## src/rtl/spi_memory_fsm.sv

```systemverilog
// SPI memory transaction controller: counts SCLK edges for the address/command
// word and the data word, and issues the single-cycle write strobes for each phase.
module spi_memory_fsm #(
   parameter int WORD_BITS = 8
) (
   input  logic       clk,
   input  logic       reset,
   input  logic       chipSelect,
   input  logic       sclkPosEdge,
   input  logic       sclkNegEdge,
   input  logic       readWrite,
   output logic       addrWE,
   output logic       dmWE,
   output logic       srWE,
   output logic       misoBufe,
   output logic [2:0] state
);

   localparam int CNT_W = $clog2(WORD_BITS) + 1;
   localparam logic [CNT_W-1:0] LAST_BIT = CNT_W'(WORD_BITS - 1);

   typedef enum logic [2:0] {
      ST_IDLE        = 3'd0,
      ST_GET_ADDR    = 3'd1,
      ST_GOT_ADDR    = 3'd2,
      ST_READ_LOAD   = 3'd3,
      ST_READ_SHIFT  = 3'd4,
      ST_WRITE_GET   = 3'd5,
      ST_WRITE_STORE = 3'd6,
      ST_DONE        = 3'd7
   } state_t;

   state_t           r_state;
   state_t           w_state_next;
   logic [CNT_W-1:0] r_bit_cnt;
   logic [CNT_W-1:0] w_bit_cnt_next;
   logic             w_count_pulse;

   always_ff @(posedge clk) begin
      if (reset) begin
         r_state   <= ST_IDLE;
         r_bit_cnt <= '0;
      end else begin
         r_state   <= w_state_next;
         r_bit_cnt <= w_bit_cnt_next;
      end
   end

   always_comb begin
      w_state_next   = r_state;
      w_bit_cnt_next = r_bit_cnt;
      w_count_pulse  = 1'b0;

      case (r_state)
         ST_IDLE: begin
            if (!chipSelect) w_state_next = ST_GET_ADDR;
         end
         ST_GET_ADDR: begin
            w_count_pulse = sclkPosEdge;
            if (sclkPosEdge && (r_bit_cnt == LAST_BIT)) w_state_next = ST_GOT_ADDR;
         end
         ST_GOT_ADDR: begin
            w_state_next = readWrite ? ST_READ_LOAD : ST_WRITE_GET;
         end
         ST_READ_LOAD: begin
            w_state_next = ST_READ_SHIFT;
         end
         ST_READ_SHIFT: begin
            // MISO data is launched on falling edges, so only those are counted here
            w_count_pulse = sclkNegEdge;
            if (sclkNegEdge && (r_bit_cnt == LAST_BIT)) w_state_next = ST_DONE;
         end
         ST_WRITE_GET: begin
            w_count_pulse = sclkPosEdge;
            if (sclkPosEdge && (r_bit_cnt == LAST_BIT)) w_state_next = ST_WRITE_STORE;
         end
         ST_WRITE_STORE: begin
            w_state_next = ST_DONE;
         end
         ST_DONE: begin
            if (chipSelect) w_state_next = ST_IDLE;
         end
         default: begin
            w_state_next = ST_IDLE;
         end
      endcase

      if (w_count_pulse) w_bit_cnt_next = r_bit_cnt + CNT_W'(1);

      // Deselect aborts any transaction in flight
      if (chipSelect && (r_state != ST_IDLE)) w_state_next = ST_IDLE;

      if (w_state_next != r_state) w_bit_cnt_next = '0;
   end

   assign addrWE   = (r_state == ST_GOT_ADDR);
   assign srWE     = (r_state == ST_READ_LOAD);
   assign dmWE     = (r_state == ST_WRITE_STORE);
   assign misoBufe = (r_state == ST_READ_SHIFT);
   assign state    = r_state;

endmodule

```

## config.mk

```make
export PLATFORM = sky130hd
export DESIGN_NAME = spi_memory_fsm
export DESIGN_NICKNAME = d
export VERILOG_FILES = /design/src/rtl/spi_memory_fsm.sv
export SDC_FILE = /design/constraint.sdc
export NUM_CORES = 1
export LEC_CHECK = 0
export ABC_AREA = 1
export BUFFER_PORTS_ARGS = -buffer_cell sky130_fd_sc_hd__buf_2
export CAP_MARGIN = 0
export CORE_AREA = 2 2 39 41
export CTS_CLUSTER_DIAMETER = 30
export DETAILED_ROUTE_END_ITERATION = 6
export DIE_AREA = 0 0 41 43
export PLACE_DENSITY = 0.63
export SLEW_MARGIN = 0
export SYNTH_ARGS = -nofsm -noshare
export SYNTH_HDL_FRONTEND = slang
export SYNTH_SLANG_ARGS = --single-unit
```

## constraint.sdc

```tcl
create_clock -name clk -period 3.8 [get_ports clk]
set_input_delay 0.19 -clock clk [delete_from_list [all_inputs] [get_ports clk]]
set_output_delay 0.19 -clock clk [all_outputs]
set_load 0.05 [all_outputs]
```

# After elaboration in Yosys (flattened, before gate mapping)
# Cells that the tools add are included.
# op_classes
n_addsub	1
reduce_logical	7
eq_ne	9
n_mux	9
# op_table
operator	n
one-hot mux 3 bit (8 select lines)	1
2-to-1 mux 3 bit	7
== test 3 bit, second input constant	4
== test 3 x 2 -> 1 bit, second input constant	2
adder 4 x 1 -> 4 bit, second input constant	1
== test 4 x 3 -> 1 bit, second input constant	1
OR reduction 2 bit	2
== test 3 x 1 -> 1 bit, second input constant	1
logical AND 1 bit	3
logical NOT 3 bit	1
inequality test 3 bit	1
nonzero test 3 bit	1
one-hot mux 1 bit (2 select lines)	1
# totals
regBits	7
elab_cells	28
input_bits	6

# Logic depth before layout (Yosys ltp)
# Gate-level depths: netlist (run 1).
# depth
depth_word	7
depth_mapped	11

# Worst setup path before layout (run 1)
# Ideal clock, no wire load.
# synth_path
path_kind	register -> register
startpoint	register r_state[2], in the netlist state[2]
endpoint	register r_bit_cnt[1]
path_stages_with_launch	9
path_buffers	0
required_ps	3722
path_slack_ps	1606
arrival_ps	2117
cell_sequence	dfxtp_1 > inv_2 > nor3_2 > nand3_1 > nand3_1 > nand2_1 > nand2_1 > nand3_1 > nor3_1
# synth_via
elab_chain_len	5
word_cells_on_any_way	21
# synth_rtl
item	line	rtl
from (decl)	33	state_t r_state;
from (signal assigned)	44	r_state <= w_state_next;
== test 3 bit (*)	-	
via misoBufe	15	output logic misoBufe,
one-hot mux 3 bit (8 select lines)	54	case (r_state)
2-to-1 mux 3 bit	91	if (chipSelect && (r_state != ST_IDLE)) w_state_next = ST_IDLE;
inequality test 3 bit	93	if (w_state_next != r_state) w_bit_cnt_next = '0;
OR reduction 2 bit (no line)	-	
to (signal assigned)	45	r_bit_cnt <= w_bit_cnt_next;
to (decl)	35	logic [CNT_W-1:0] r_bit_cnt;
# Mark *: on every way through the listed nets, which the timed path passes. The rest lies on a longest branch.
# A chain may end at the register's enable or synchronous reset.

# Worst setup path in the final report (run 1)
# layout_path
startpoint	register r_bit_cnt[0]
endpoint	register r_bit_cnt[1]
# layout_via
elab_chain_len	7
word_cells_on_any_way	11
# layout_rtl
item	line
== test 4 x 3 -> 1 bit	60, 71, 75
logical AND 1 bit (on tied branches)	60, 75, 71
2-to-1 mux 3 bit (on tied branches)	75, 60, 71
one-hot mux 3 bit (8 select lines)	54
2-to-1 mux 3 bit	91
inequality test 3 bit	93
OR reduction 2 bit (no line)	-
# Parallel ways exist; a longest one is shown, timed or not.

==> out/qor.json, run 1 <==
{
  "outcome": {
    "outcome": "finished clean"
  },
  "route": {
    "wl_um": 982,
    "route.detailed.wl_per_inst_um": 8.690,
    "antenna_violating_nets_post_route": 0,
    "route.vias.total": 509,
    "drc": 0,
    "avgViaCountPerCell": 4.504,
    "firstDrtPassIters": 3,
    "drt-initial-drc-count": 9
  },
  "setup_path": {
    "timing.critical_path.required_ns": 3.96,
    "critical_path_arrival_ns": 1.71,
    "setup.reg_to_reg.worst_slack_ns": 2.24,
    "critical_path.reg2reg.endpoint": "r_bit_cnt[1]$_SDFFE_PP0P_",
    "rr_startpoint": "r_bit_cnt[0]$_SDFFE_PP0P_",
    "cp-startpoint": "r_bit_cnt[0]$_SDFFE_PP0P_",
    "timing.critical_path.fanout_max": 4,
    "worst_setup_path_start_kind": "register",
    "crit_path_end": "r_bit_cnt[1]$_SDFFE_PP0P_",
    "critical_path_class": "register to register",
    "crit_path_end_kind": "register",
    "worst_r2r_path_depth": 9
  },
  "power_and_ir_drop": {
    "vdd_ir_drop_max_v": 0.0001362,
    "clock_power_share_pct": 40.4,
    "power_leakage_nw": 0.3224,
    "p_comb_share_pct": 11.5,
    "seq_power_share_pct": 48.0,
    "finalPower_mw": 0.1587,
    "internal-power_mw": 0.1206,
    "p_sw_mw": 0.03804,
    "pwr_density_cell_nw_per_um2": 265.8,
    "netSwitchingFraction_pct": 23.97
  },
  "floorplan": {
    "die_w_um": 41,
    "ioPinCount": 13,
    "placementRows": 14,
    "initial_core_util_pct": 36.26,
    "design.core.area_um2": 1384,
    "die_height_um": 43,
    "die_area_um2": 1763
  },
  "synth": {
    "synth.avg_cell_area_um2": 6.119,
    "ys_top_cells_by_count": "22 x nand2_1, 12 x nor2_1, 11 x inv_1",
    "netlist.top_cell.by_area": "dfxtp_1",
    "yosysSeqAreaShare_pct": 27.93,
    "top_area_cell_type_share_of_the_netlist_area_pct": 27.93,
    "number_of_storage_elements_in_the_synthesis_netlist": 7,
    "syn-num-nets": 89,
    "netlist_instances": 82,
    "synth_cell_type_count": 16,
    "synth_area_um2": 501.7,
    "synth_async_sr_flop_share_pct": 0,
    "synthFlopType": "dfxtp_1",
    "synthTopCellsByArea": "dfxtp_1 28%, nand2_1 16%, nand3_1 9.0%, nor2_1 9.0%, inv_1 8.2%",
    "most_frequent_cell_after_synthesis": "nand2_1",
    "synth-edff-count": 0,
    "synth.yosys.warnings": 0
  },
  "sta": {
    "final_setup_violations": 0,
    "timing.setup.tns_ns": 0,
    "final.hold.worst_slack_ns": 0.1449,
    "timing.slew.headroom_pct": 75.48,
    "timing.final.crit_share_pct": 40.99,
    "achievable-frequency_mhz": 642.1,
    "final.setup_skew_ns": 0.001461,
    "final_hold_viol_count": 0,
    "maxSlewViolCount": 0,
    "grt_setup_unrepaired": "false",
    "final.min_clock_period_ns": 1.557,
    "worstMarginPinSlew_ns": 0.3673
  },
  "job": {
    "maxCapViolCount": 0
  },
  "layout": {
    "antennaDiodeCount": 0,
    "syn_to_final_growth_pct": 18.95,
    "num-nets-final": 105,
    "layout_cell_share_with_drive_strength_beyond_1_pct": 25.77
  },
  "clocking": {
    "clk-insertion-delay-late_ns": 0.24,
    "cts.reportedPaths.clkPinSlew_ns": 0.05,
    "htree_num_levels": 1,
    "cts_buffers": 3,
    "ctsRootBufferMaster": "clkbuf_4",
    "post-cts-setup-buffers": 0,
    "clkSinkCount": 7,
    "cts_tree": "built",
    "cts_hold_buf": 0,
    "ctsResizeCount": 0,
    "clockBufferDepth": 2
  },
  "placed_design": {
    "dp.final_hpwl_um": 813.9,
    "portBuffers": 12,
    "gp_congestion": 0.7259
  },
  "min_path": {
    "worstHoldPathType": "input pin to register",
    "hold_start": "reset"
  },
  "grt": {
    "grt_resource_usage_total_pct": 13.58,
    "grt_overflow_total": 0,
    "largest_net_degree_at_the_start_of_global_routing": 10,
    "number_of_antenna_violations_at_the_first_check_in_global_routing": 0,
    "grt_pass1_wl_um": 1607,
    "grt_pass1_vias": 443
  }
}
## state kept, by name, summed over array words and instances, names as in the netlist
register   cells
r_bit_cnt      4
state          3
## metrics by stage
step / cells / instance area (µm²) / utilization (%) / setup WS (ns)
after global placement: 109 / 570.5 / 41.23 / 2.323
after CTS: 113 / 596.8 / 43.13 / 2.202
after detailed placement: 109 / 570.5 / 41.23 / 2.221
final: 113 / 596.8 / 43.13 / 2.243
after global routing: 113 / 596.8 / 43.13 / 2.015
after floorplan: 82 / 501.7 / - / 1.606
## power groups by stage
| stage | Combinational (mW) | Clock (mW) | Sequential [mW] |
|---|---|---|---|
| 2_1_floorplan | 0.00973 | 0 | 0.0796 |
| 3_3_place_gp | 0.0180 | 0 | 0.0776 |
| 3_5_place_dp | 0.0183 | 0 | 0.0777 |
| 4_1_cts | 0.0184 | 0.0676 | 0.0762 |
| 5_1_grt | 0.0204 | 0.0742 | 0.0762 |
| 6_report | 0.0183 | 0.0642 | 0.0762 |
## routing by layer
layer  up-vias  global-route usage [%]  share of wire [%]
li1        285                       -                  -
met5         -                       0                  0
met2         8                   19.06                 47
met3         2                   3.141                4.4
met4         0                   10.00               0.81
met1       214                   17.15                 48
## how the worst min path moves through the flow
stage	endpoint	slack, ns	cells past startpoint
floorplan	state[2]$_SDFF_PP0_	0.26	1
global placement	state[2]$_SDFF_PP0_	0.40	2
detailed placement	state[2]$_SDFF_PP0_	0.40	2
CTS	state[2]$_SDFF_PP0_	0.13	2
global route	state[1]$_SDFF_PP0_	0.14	2
finish	state[2]$_SDFF_PP0_	0.14	2
## cell usage in the layout, fill, tap and decap left out
master / n
ha_1: 1
nor3_1: 4
nor2_4: 1
nand3_1: 9
o21ai_1: 1
nor3_2: 1
nand4_1: 1
xor2_1: 2
nand2_1: 22
clkbuf_4: 3
nand2_2: 6
inv_2: 2
nor2_1: 12
xnor2_1: 1
buf_2: 12
clkbuf_1: 1
inv_1: 11
dfxtp_1: 7
## worst max-delay path: stages (launching register included)
cell,delay [ns]
dfxtp_1,0.37
ha_1,0.18
nand2_1,0.06
nor2_1,0.19
nand3_1,0.11
nand3_1,0.11
nand2_1,0.08
nand2_1,0.06
nand3_1,0.13
nor3_1,0.18
## cell families (layout without fill, tap and decap cells)
group	after synthesis	after routing	share of synthesized area, %
AND/OR/NAND/NOR	56	56	51.37
buffers and inverters	14	29	11.97
flip-flops	7	7	27.93
XOR/XNOR	3	3	5.238
AO/OA/AOI/OAI	1	1	0.9965
adder cells (fa/ha/maj)	1	1	2.493
## final cells by class
class	count	area, µm²
Fill cell	152	787.0
Multi-Input combinational cell	61	301.5
Sequential cell	7	140.1
Timing Repair Buffer	12	60.06
Inverter	13	48.80
Clock buffer	4	26.28
Tap cell	16	20.02
Power figures use the tool's default switching activity.
==> run 2, diff against run 1 <==
ABC_AREA = 0   (was 1)
PLACE_DENSITY = 0.61   (was 0.63)
clock period = 1.45 ns   (was 3.8 ns; I/O delays follow)
==> out/qor.json, run 2 <==
{
  "setup_path": {
    "timing.critical_path.fanout_max": {"value": 4, "change": "unchanged"},
    "critical_path_arrival": {"value": 1.54, "unit": "ns", "change": "was 1.71 ns"},
    "worst_setup_path_start_kind": {"value": "register", "change": "unchanged"},
    "critical_path_class": {"value": "register to register", "change": "unchanged"},
    "timing.critical_path.required": {"value": 1.62, "unit": "ns", "change": "was 3.96 ns"},
    "dominant_delay_contributor_by_cell_family_on_the_critical_path": {"value": "simple AND/OR/NAND/NOR gates", "change": "unchanged"},
    "crit_path_end_kind": {"value": "register", "change": "unchanged"},
    "cp_slowest_cell": {"value": "dfxtp_1", "change": "unchanged"},
    "worst_r2r_path_depth": {"value": 5, "change": "was 9"},
    "rr_startpoint": {"value": "r_bit_cnt[1]$_SDFFE_PP0P_", "change": "was r_bit_cnt[0]$_SDFFE_PP0P_"},
    "cp_cell_sequence": {"value": "ha_1 > and3b_2 > o21ai_0 > o32ai_4 > nor3_1", "change": "was ha_1 > nand2_1 > nor2_1 > nand3_1 > nand3_1 > nand2_1 > nand2_1 > nand3_1 > nor3_1"},
    "worst-path-buf-inv": {"value": 0, "change": "unchanged"},
    "critical_path.reg2reg.endpoint": {"value": "r_bit_cnt[1]$_SDFFE_PP0P_", "change": "unchanged"},
    "timing.critical_path.slowest_cell_delay": {"value": 0.32, "unit": "ns", "change": "was 0.37 ns"},
    "setup.reg_to_reg.worst_slack": {"value": 0.08, "unit": "ns", "change": "was 2.24 ns"}
  },
  "synth": {
    "top_area_cell_type_share_of_the_netlist_area": {"value": 29.47, "unit": "%", "change": "was 27.93%"},
    "yosysSeqAreaShare": {"value": 29.47, "unit": "%", "change": "was 27.93%"},
    "synth-edff-count": {"value": 0, "change": "unchanged"},
    "ys_top_cells_by_count": {"value": "7 x dfxtp_1, 7 x nor3_1, 3 x nand2_1, 3 x xnor2_1", "change": "was 22 x nand2_1, 12 x nor2_1, 11 x inv_1"},
    "synthFlopType": {"value": "dfxtp_1", "change": "unchanged"},
    "netlist.top_cell.by_area": {"value": "dfxtp_1", "change": "unchanged"},
    "netlist_instances": {"value": 53, "change": "was 82"},
    "synthTopCellsByArea": {"value": "dfxtp_1 29%, nor3_1 7.4%, xnor2_1 5.5%, a211oi_2 5.3%, nand3b_4 4.2%", "change": "was dfxtp_1 28%, nand2_1 16%, nand3_1 9.0%, nor2_1 9.0%, inv_1 8.2%"},
    "synth.yosys.warnings": {"value": 0, "change": "unchanged"},
    "synth_async_sr_flop_share": {"value": 0, "unit": "%", "change": "unchanged"},
    "synth_cell_type_count": {"value": 30, "change": "was 16"},
    "syn-num-nets": {"value": 60, "change": "was 89"},
    "synth_area": {"value": 475.5, "unit": "µm²", "change": "was 501.7 µm²"},
    "synth.avg_cell_area": {"value": 8.971, "unit": "µm²", "change": "was 6.119 µm²"},
    "number_of_storage_elements_in_the_synthesis_netlist": {"value": 7, "change": "unchanged"}
  },
  "job": {
    "maxCapViolCount": {"value": 0, "change": "unchanged"}
  },
  "floorplan": {
    "design.core.area": {"value": 1384, "unit": "µm²", "change": "unchanged"},
    "initial_core_util": {"value": 34.36, "unit": "%", "change": "was 36.26%"},
    "die_w": {"value": 41, "unit": "µm", "change": "unchanged"},
    "placementRows": {"value": 14, "change": "unchanged"},
    "die_height": {"value": 43, "unit": "µm", "change": "unchanged"},
    "ioPinCount": {"value": 13, "change": "unchanged"},
    "die_area": {"value": 1763, "unit": "µm²", "change": "unchanged"}
  },
  "layout": {
    "layout_cell_share_with_drive_strength_beyond_1": {"value": 47.06, "unit": "%", "change": "was 25.77%"},
    "fill_cells": {"value": 140, "change": "was 152"},
    "multiInputGateArea": {"value": 350.3, "unit": "µm²", "change": "was 301.5 µm²"},
    "layout_commonest_cell": {"value": "buf_2", "change": "was nand2_1"},
    "layout.cells.most_common_list": {"value": "11 x buf_2, 5 x nor3_1, 4 x dfxtp_1", "change": "was 22 x nand2_1, 12 x nor2_1, 12 x buf_2, 11 x inv_1, 9 x nand3_1"},
    "top_register": {"value": "r_bit_cnt", "change": "unchanged"},
    "postLayoutCoreUtil": {"value": 44.94, "unit": "%", "change": "was 43.13%"},
    "layout.cells.non_filler": {"value": 84, "change": "was 113"},
    "largest_register_ffs": {"value": 4, "change": "unchanged"},
    "design_area": {"value": 621.8, "unit": "µm²", "change": "was 596.8 µm²"},
    "antennaDiodeCount": {"value": 0, "change": "unchanged"},
    "regArea": {"value": 143.9, "unit": "µm²", "change": "was 140.1 µm²"},
    "syn_to_final_growth": {"value": 30.79, "unit": "%", "change": "was 18.95%"},
    "num-nets-final": {"value": 76, "change": "was 105"}
  },
  "grt": {
    "grt_pass1_vias": {"value": 389, "change": "was 443"},
    "largest_net_degree_at_the_start_of_global_routing": {"value": 13, "change": "was 10"},
    "number_of_antenna_violations_at_the_first_check_in_global_routing": {"value": 0, "change": "unchanged"},
    "grt_pass1_wl": {"value": 1580, "unit": "µm", "change": "was 1607 µm"},
    "grt_overflow_total": {"value": 0, "change": "unchanged"},
    "grt_resource_usage_total": {"value": 13.45, "unit": "%", "change": "was 13.58%"}
  },
  "clocking": {
    "cts_buffers": {"value": 3, "change": "unchanged"},
    "clk-insertion-delay-late": {"value": 0.25, "unit": "ns", "change": "was 0.24 ns"},
    "clockBufferDepth": {"value": 2, "change": "unchanged"},
    "htree_num_levels": {"value": 1, "change": "unchanged"},
    "ctsRootBufferMaster": {"value": "clkbuf_4", "change": "unchanged"},
    "clkSinkCount": {"value": 7, "change": "unchanged"},
    "cts.reportedPaths.clkPinSlew": {"value": 0.05, "unit": "ns", "change": "about the same"},
    "cts_tree": {"value": "built", "change": "unchanged"}
  },
  "placed_design": {
    "post-place-cells": {"value": 80, "change": "was 109"},
    "portBuffers": {"value": 12, "change": "unchanged"},
    "placedInstanceArea": {"value": 573.1, "unit": "µm²", "change": "was 570.5 µm²"},
    "pre_cts_ws": {"value": 0.01142, "unit": "ns", "change": "was 2.221 ns"},
    "dp.final_hpwl": {"value": 792.3, "unit": "µm", "change": "was 813.9 µm"},
    "gp_congestion": {"value": 0.7103, "change": "was 0.7259"}
  },
  "sta": {
    "final_hold_viol_count": {"value": 0, "change": "unchanged"},
    "final.min_clock_period": {"value": 1.366, "unit": "ns", "change": "was 1.557 ns"},
    "final_setup_violations": {"value": 0, "change": "unchanged"},
    "final.setup_skew": {"value": 0.003628, "unit": "ns", "change": "was 0.001461 ns"},
    "maxSlewViolCount": {"value": 0, "change": "unchanged"},
    "worstMarginPinSlew": {"value": 0.3689, "unit": "ns", "change": "was 0.3673 ns"},
    "timing.slew.headroom": {"value": 75.15, "unit": "%", "change": "was 75.48%"},
    "achievable-frequency": {"value": 732.2, "unit": "MHz", "change": "was 642.1 MHz"},
    "timing.final.crit_share": {"value": 94.19, "unit": "%", "change": "was 40.99%"},
    "layout_setup_ws": {"value": 0.08432, "unit": "ns", "change": "was 2.243 ns"}
  },
  "route": {
    "drc": {"value": 0, "change": "unchanged"},
    "m1WireLength": {"value": 458, "unit": "µm", "change": "was 472 µm"},
    "route.vias.total": {"value": 438, "change": "was 509"},
    "antenna_violating_nets_post_route": {"value": 0, "change": "unchanged"},
    "drt-initial-drc-count": {"value": 4, "change": "was 9"},
    "top_layer": {"value": "met3", "change": "was met4"},
    "wl_met2": {"value": 542, "unit": "µm", "change": "was 458 µm"},
    "wl": {"value": 1074, "unit": "µm", "change": "was 982 µm"},
    "wl_met3": {"value": 73, "unit": "µm", "change": "was 43 µm"},
    "avgViaCountPerCell": {"value": 5.214, "change": "was 4.504"},
    "route.detailed.wl_per_inst": {"value": 12.79, "unit": "µm", "change": "was 8.690 µm"},
    "firstDrtPassIters": {"value": 4, "change": "was 3"}
  },
  "power_and_ir_drop": {
    "vdd_ir_drop_max": {"value": 0.0004484, "unit": "V", "change": "was 0.0001362 V"},
    "p_sw": {"value": 0.1083, "unit": "mW", "change": "was 0.03804 mW"},
    "p_comb_share": {"value": 12.1, "unit": "%", "change": "was 11.5%"},
    "clock_power_share": {"value": 41.4, "unit": "%", "change": "was 40.4%"},
    "power_leakage": {"value": 0.2522, "unit": "nW", "change": "was 0.3224 nW"},
    "seq_power_share": {"value": 46.5, "unit": "%", "change": "was 48.0%"},
    "pwr_density_cell": {"value": 691.6, "unit": "nW/µm²", "change": "was 265.8 nW/µm²"},
    "netSwitchingFraction": {"value": 25.19, "unit": "%", "change": "was 23.97%"},
    "finalPower": {"value": 0.4300, "unit": "mW", "change": "was 0.1587 mW"},
    "internal-power": {"value": 0.3217, "unit": "mW", "change": "was 0.1206 mW"}
  },
  "min_path": {
    "worstHoldPathType": {"value": "input pin to register", "change": "unchanged"},
    "number_of_cells_on_the_worst_hold_path": {"value": 2, "change": "unchanged"},
    "hold_start": {"value": "reset", "change": "unchanged"},
    "holdPathEnd": {"value": "state[2]$_SDFF_PP0_", "change": "unchanged"}
  },
  "outcome": {
    "outcome": {"value": "finished clean", "change": "unchanged"}
  }
}
==> run 2: cell types whose count changed in the layout (fill, tap and decap cells not counted), sizes merged, moves of 4 or more <==
cell	change
nand2	-24
a21oi	+4
nor2	-11
nand3	-8
inv	-10
==> run 2: kinds of logic (layout without fill, tap and decap cells) <==
group | after synthesis | in the layout | synth area share, %
XOR/XNOR | 3 | 3 | 5.527
multiplexers | 1 | 1 | 2.105
AO/OA/AOI/OAI | 14 | 14 | 26.32
AND/OR/NAND/NOR | 22 | 22 | 28.16
buffers and inverters | 5 | 20 | 5.788
flip-flops | 7 | 7 | 29.47
adder cells (fa/ha/maj) | 1 | 1 | 2.631
==> run 2: worst register-to-register path: stages (launching register included) <==
cell	delay, ns
dfxtp_1	0.32
ha_1	0.20
and3b_2	0.25
o21ai_0	0.16
o32ai_4	0.16
nor3_1	0.19
==> run 2: power groups by stage <==
stage	registers, mW	clock network [mW]	logic, mW
floorplan	0.208	0	0.0230
global placement	0.203	0	0.0474
detailed placement	0.203	0	0.0482
CTS	0.200	0.186	0.0484
global route	0.200	0.194	0.0570
finish	0.200	0.178	0.0520
==> run 2: per-layer routing <==
metal / GRT usage (%) / vias up
li1: - / 223
met4: 4.000 / 0
met2: 20.94 / 16
met3: 7.853 / 0
met5: 0 / -
met1: 14.79 / 199
==> run 2: through the flow <==
stage / setup TNS [ns] / hold WS (ns)
floorplan: 0 / 0.1339
global placement: 0 / 0.2973
detailed placement: 0 / 0.3006
CTS: 0 / 0.02720
global route: -0.1343 / 0.03849
finish: 0 / 0.04215
==> run 2: final cells by class <==
class	instances	share of cell area [%]
multi-input cells	41	56.34
well taps	16	3.219
flip-flops and latches	7	23.14
inverters	3	1.811
clock buffers	4	4.225
repair buffers	13	11.27
==> run 2: how the worst max path moves through the flow <==
stage               cells past startpoint  slack (ns)                        end                      start
global route                            4       -0.05  r_bit_cnt[0]$_SDFFE_PP0P_        state[2]$_SDFF_PP0_
global placement                        5        0.07        state[0]$_SDFF_PP0_  r_bit_cnt[0]$_SDFFE_PP0P_
finish                                  5        0.08  r_bit_cnt[1]$_SDFFE_PP0P_  r_bit_cnt[1]$_SDFFE_PP0P_
CTS                                     5        0.01        state[0]$_SDFF_PP0_  r_bit_cnt[1]$_SDFFE_PP0P_
detailed placement                      5        0.01        state[0]$_SDFF_PP0_  r_bit_cnt[0]$_SDFFE_PP0P_
floorplan                               5        0.04        state[0]$_SDFF_PP0_        state[1]$_SDFF_PP0_
==> run 2: timing repair <==
item / CTS / global route
hold buffers: 0 / 0
endpoints found under the setup margin: 0 / 6
buffers inserted: 0 / 0
resized for setup: 0 / 5
==> run 3, diff against run 2 <==
--- a/config.mk
+++ b/config.mk
@@ -8,5 +8,4 @@
 export ABC_AREA = 0
 export BUFFER_PORTS_ARGS = -buffer_cell sky130_fd_sc_hd__buf_2
-export CAP_MARGIN = 0
 export CORE_AREA = 2 2 39 41
 export CTS_CLUSTER_DIAMETER = 30
==> constraint.sdc (replaced) <==
create_clock -name clk -period 1.45 [get_ports clk]
set_input_delay 0.0725 -clock clk [delete_from_list [all_inputs] [get_ports clk]]
set_output_delay 0.0725 -clock clk [all_outputs]
set_load 0.01 [all_outputs]
==> out/qor.json, run 3 (synthesis results as in run 2) <==
{
  "route": {
    "antenna_violating_nets_post_route": {"value": 0, "change": "unchanged"},
    "firstDrtPassIters": {"value": 4, "change": "unchanged"},
    "wl": {"value": 1004, "unit": "µm", "change": "was 1074 µm"},
    "route.vias.total": {"value": 441, "change": "was 438"},
    "drt-initial-drc-count": {"value": 4, "change": "unchanged"},
    "drc": {"value": 0, "change": "unchanged"},
    "avgViaCountPerCell": {"value": 5.128, "change": "was 5.214"},
    "route.detailed.wl_per_inst": {"value": 11.67, "unit": "µm", "change": "was 12.79 µm"}
  },
  "placed_design": {
    "dp.final_hpwl": {"value": 805.1, "unit": "µm", "change": "was 792.3 µm"},
    "gp_congestion": {"value": 0.7082, "change": "was 0.7103"},
    "portBuffers": {"value": 12, "change": "unchanged"},
    "pre_cts_ws": {"value": 0.05748, "unit": "ns", "change": "was 0.01142 ns"}
  },
  "setup_path": {
    "timing.critical_path.fanout_max": {"value": 4, "change": "unchanged"},
    "path_depth": {"value": 5, "change": "unchanged"},
    "critical_path_class": {"value": "register to register", "change": "unchanged"},
    "critical_path_arrival": {"value": 1.51, "unit": "ns", "change": "was 1.54 ns"},
    "cp_cell_sequence": {"value": "ha_1 > and3b_1 > a21oi_2 > o32ai_4 > nor3_1", "change": "was ha_1 > and3b_2 > o21ai_0 > o32ai_4 > nor3_1"},
    "crit_path_end_kind": {"value": "register", "change": "unchanged"},
    "timing.critical_path.slowest_cell_delay": {"value": 0.31, "unit": "ns", "change": "was 0.32 ns"},
    "worst_setup_path_start_kind": {"value": "register", "change": "unchanged"},
    "worst_r2r_path_depth": {"value": 5, "change": "unchanged"},
    "timing.critical_path.required": {"value": 1.62, "unit": "ns", "change": "about the same"},
    "worst-path-buf-inv": {"value": 0, "change": "unchanged"},
    "dominant_delay_contributor_by_cell_family_on_the_critical_path": {"value": "simple AND/OR/NAND/NOR gates", "change": "unchanged"},
    "cp_slowest_cell": {"value": "dfxtp_1", "change": "unchanged"},
    "setup.reg_to_reg.worst_slack": {"value": 0.11, "unit": "ns", "change": "was 0.08 ns"}
  },
  "floorplan": {
    "ioPinCount": {"value": 13, "change": "unchanged"},
    "initial_core_util": {"value": 34.36, "unit": "%", "change": "unchanged"},
    "die_area": {"value": 1763, "unit": "µm²", "change": "unchanged"},
    "design.core.area": {"value": 1384, "unit": "µm²", "change": "unchanged"},
    "placementRows": {"value": 14, "change": "unchanged"},
    "die_height": {"value": 43, "unit": "µm", "change": "unchanged"},
    "die_w": {"value": 41, "unit": "µm", "change": "unchanged"}
  },
  "layout": {
    "multiInputGateArea": {"value": 319.1, "unit": "µm²", "change": "was 350.3 µm²"},
    "layout_commonest_cell": {"value": "buf_2", "change": "unchanged"},
    "regArea": {"value": 140.1, "unit": "µm²", "change": "was 143.9 µm²"},
    "fill_cells": {"value": 145, "change": "was 140"},
    "top_register": {"value": "r_bit_cnt", "change": "unchanged"},
    "syn_to_final_growth": {"value": 26.05, "unit": "%", "change": "was 30.79%"},
    "antennaDiodeCount": {"value": 0, "change": "unchanged"},
    "num-nets-final": {"value": 78, "change": "was 76"},
    "layout_cell_share_with_drive_strength_beyond_1": {"value": 40.00, "unit": "%", "change": "was 47.06%"},
    "layout.cells.most_common_list": {"value": "12 x buf_2, 7 x nor3_1, 7 x dfxtp_1", "change": "was 11 x buf_2, 5 x nor3_1, 4 x dfxtp_1"},
    "largest_register_ffs": {"value": 4, "change": "unchanged"}
  },
  "sta": {
    "final.min_clock_period": {"value": 1.338, "unit": "ns", "change": "was 1.366 ns"},
    "final.setup_skew": {"value": 0.005035, "unit": "ns", "change": "was 0.003628 ns"},
    "timing.setup.tns": {"value": 0, "unit": "ns", "change": "unchanged"},
    "final_setup_violations": {"value": 0, "change": "unchanged"},
    "maxSlewViolCount": {"value": 0, "change": "unchanged"},
    "worstMarginPinSlew": {"value": 0.3030, "unit": "ns", "change": "was 0.3689 ns"},
    "layout_setup_ws": {"value": 0.1120, "unit": "ns", "change": "was 0.08432 ns"},
    "achievable-frequency": {"value": 747.4, "unit": "MHz", "change": "was 732.2 MHz"},
    "final_hold_viol_count": {"value": 0, "change": "unchanged"},
    "timing.final.crit_share": {"value": 92.28, "unit": "%", "change": "was 94.19%"},
    "timing.slew.headroom": {"value": 79.77, "unit": "%", "change": "was 75.15%"},
    "grt_setup_unrepaired": "false"
  },
  "power_and_ir_drop": {
    "pwr_density_cell": {"value": 700.1, "unit": "nW/µm²", "change": "was 691.6 nW/µm²"},
    "power_leakage": {"value": 0.2560, "unit": "nW", "change": "was 0.2522 nW"},
    "vdd_ir_drop_max": {"value": 0.0004934, "unit": "V", "change": "was 0.0004484 V"}
  },
  "grt": {
    "number_of_antenna_violations_at_the_first_check_in_global_routing": {"value": 0, "change": "unchanged"},
    "grt_pass1_vias": {"value": 404, "change": "was 389"},
    "grt_resource_usage_total": {"value": 13.81, "unit": "%", "change": "was 13.45%"},
    "grt_pass1_wl": {"value": 1656, "unit": "µm", "change": "was 1580 µm"},
    "largest_net_degree_at_the_start_of_global_routing": {"value": 10, "change": "was 13"},
    "grt_overflow_total": {"value": 0, "change": "unchanged"}
  },
  "outcome": {
    "outcome": {"value": "finished clean", "change": "unchanged"}
  },
  "job": {
    "maxCapViolCount": {"value": 0, "change": "unchanged"}
  },
  "min_path": {
    "worstHoldPathType": {"value": "input pin to register", "change": "unchanged"},
    "number_of_cells_on_the_worst_hold_path": {"value": 2, "change": "unchanged"}
  },
  "clocking": {
    "post-cts-setup-buffers": {"value": 0, "change": "unchanged"},
    "cts_tree": {"value": "built", "change": "unchanged"},
    "cts_buffers": {"value": 3, "change": "unchanged"},
    "clkSinkCount": {"value": 7, "change": "unchanged"},
    "clockBufferDepth": {"value": 2, "change": "unchanged"},
    "ctsRootBufferMaster": {"value": "clkbuf_4", "change": "unchanged"},
    "htree_num_levels": {"value": 1, "change": "unchanged"},
    "clk-insertion-delay-late": {"value": 0.25, "unit": "ns", "change": "about the same"},
    "cts.reportedPaths.clkPinSlew": {"value": 0.05, "unit": "ns", "change": "about the same"}
  }
}
==> run 3: power by group <==
group          leakage, nW  switching (mW)  internal [mW]  total [mW]
logic                0.184          0.0258         0.0211      0.0470
registers           0.0567         0.00373          0.195       0.199
clock network       0.0150          0.0689          0.105       0.174
==> run 3: layout make-up <==
cell class	instances	share of cell area [%]
multi-input combinational	41	53.24
inverter	3	1.879
clock buffer	4	4.384
tap	16	3.340
sequential	7	23.38
timing repair buffer	15	13.78
==> run 3: final timing paths <==
check,start,end
setup / recovery,r_bit_cnt[0]$_SDFFE_PP0P_,r_bit_cnt[3]$_SDFFE_PP0P_
hold / removal,reset,state[2]$_SDFF_PP0_
setup reg to reg,r_bit_cnt[0]$_SDFFE_PP0P_,r_bit_cnt[3]$_SDFFE_PP0P_
hold reg to reg,r_bit_cnt[1]$_SDFFE_PP0P_,r_bit_cnt[1]$_SDFFE_PP0P_
==> run 3: metal layers <==
metal	vias up	global-route usage [%]	share of wire, %
met5	-	0	0
met4	0	2.000	0
met3	0	7.853	8.0
met2	15	20.31	47
met1	200	17.59	45
li1	226	-	-
==> run 3: repair_timing <==
item                       4_1_cts  5_1_grt
setup endpoints to repair        0        5
resized for setup                0        2
hold buffers                     0        0
==> run 3: per-stage QoR <==
| stage | area, µm² | util (%) | total power, mW | std cells | hold WS, ns |
|---|---|---|---|---|---|
| CTS | 588.1 | 42.50 | 0.4268 | 86 | 0.02669 |
| detailed placement | 561.8 | 40.60 | 0.2459 | 82 | 0.2997 |
| global placement | 561.8 | 40.60 | 0.2455 | 82 | 0.3040 |
| finish | 599.3 | 43.31 | 0.4196 | 86 | 0.05256 |
| floorplan | 475.5 | - | 0.2250 | 53 | 0.1414 |
| global route | 599.3 | 43.31 | 0.4450 | 86 | 0.05562 |
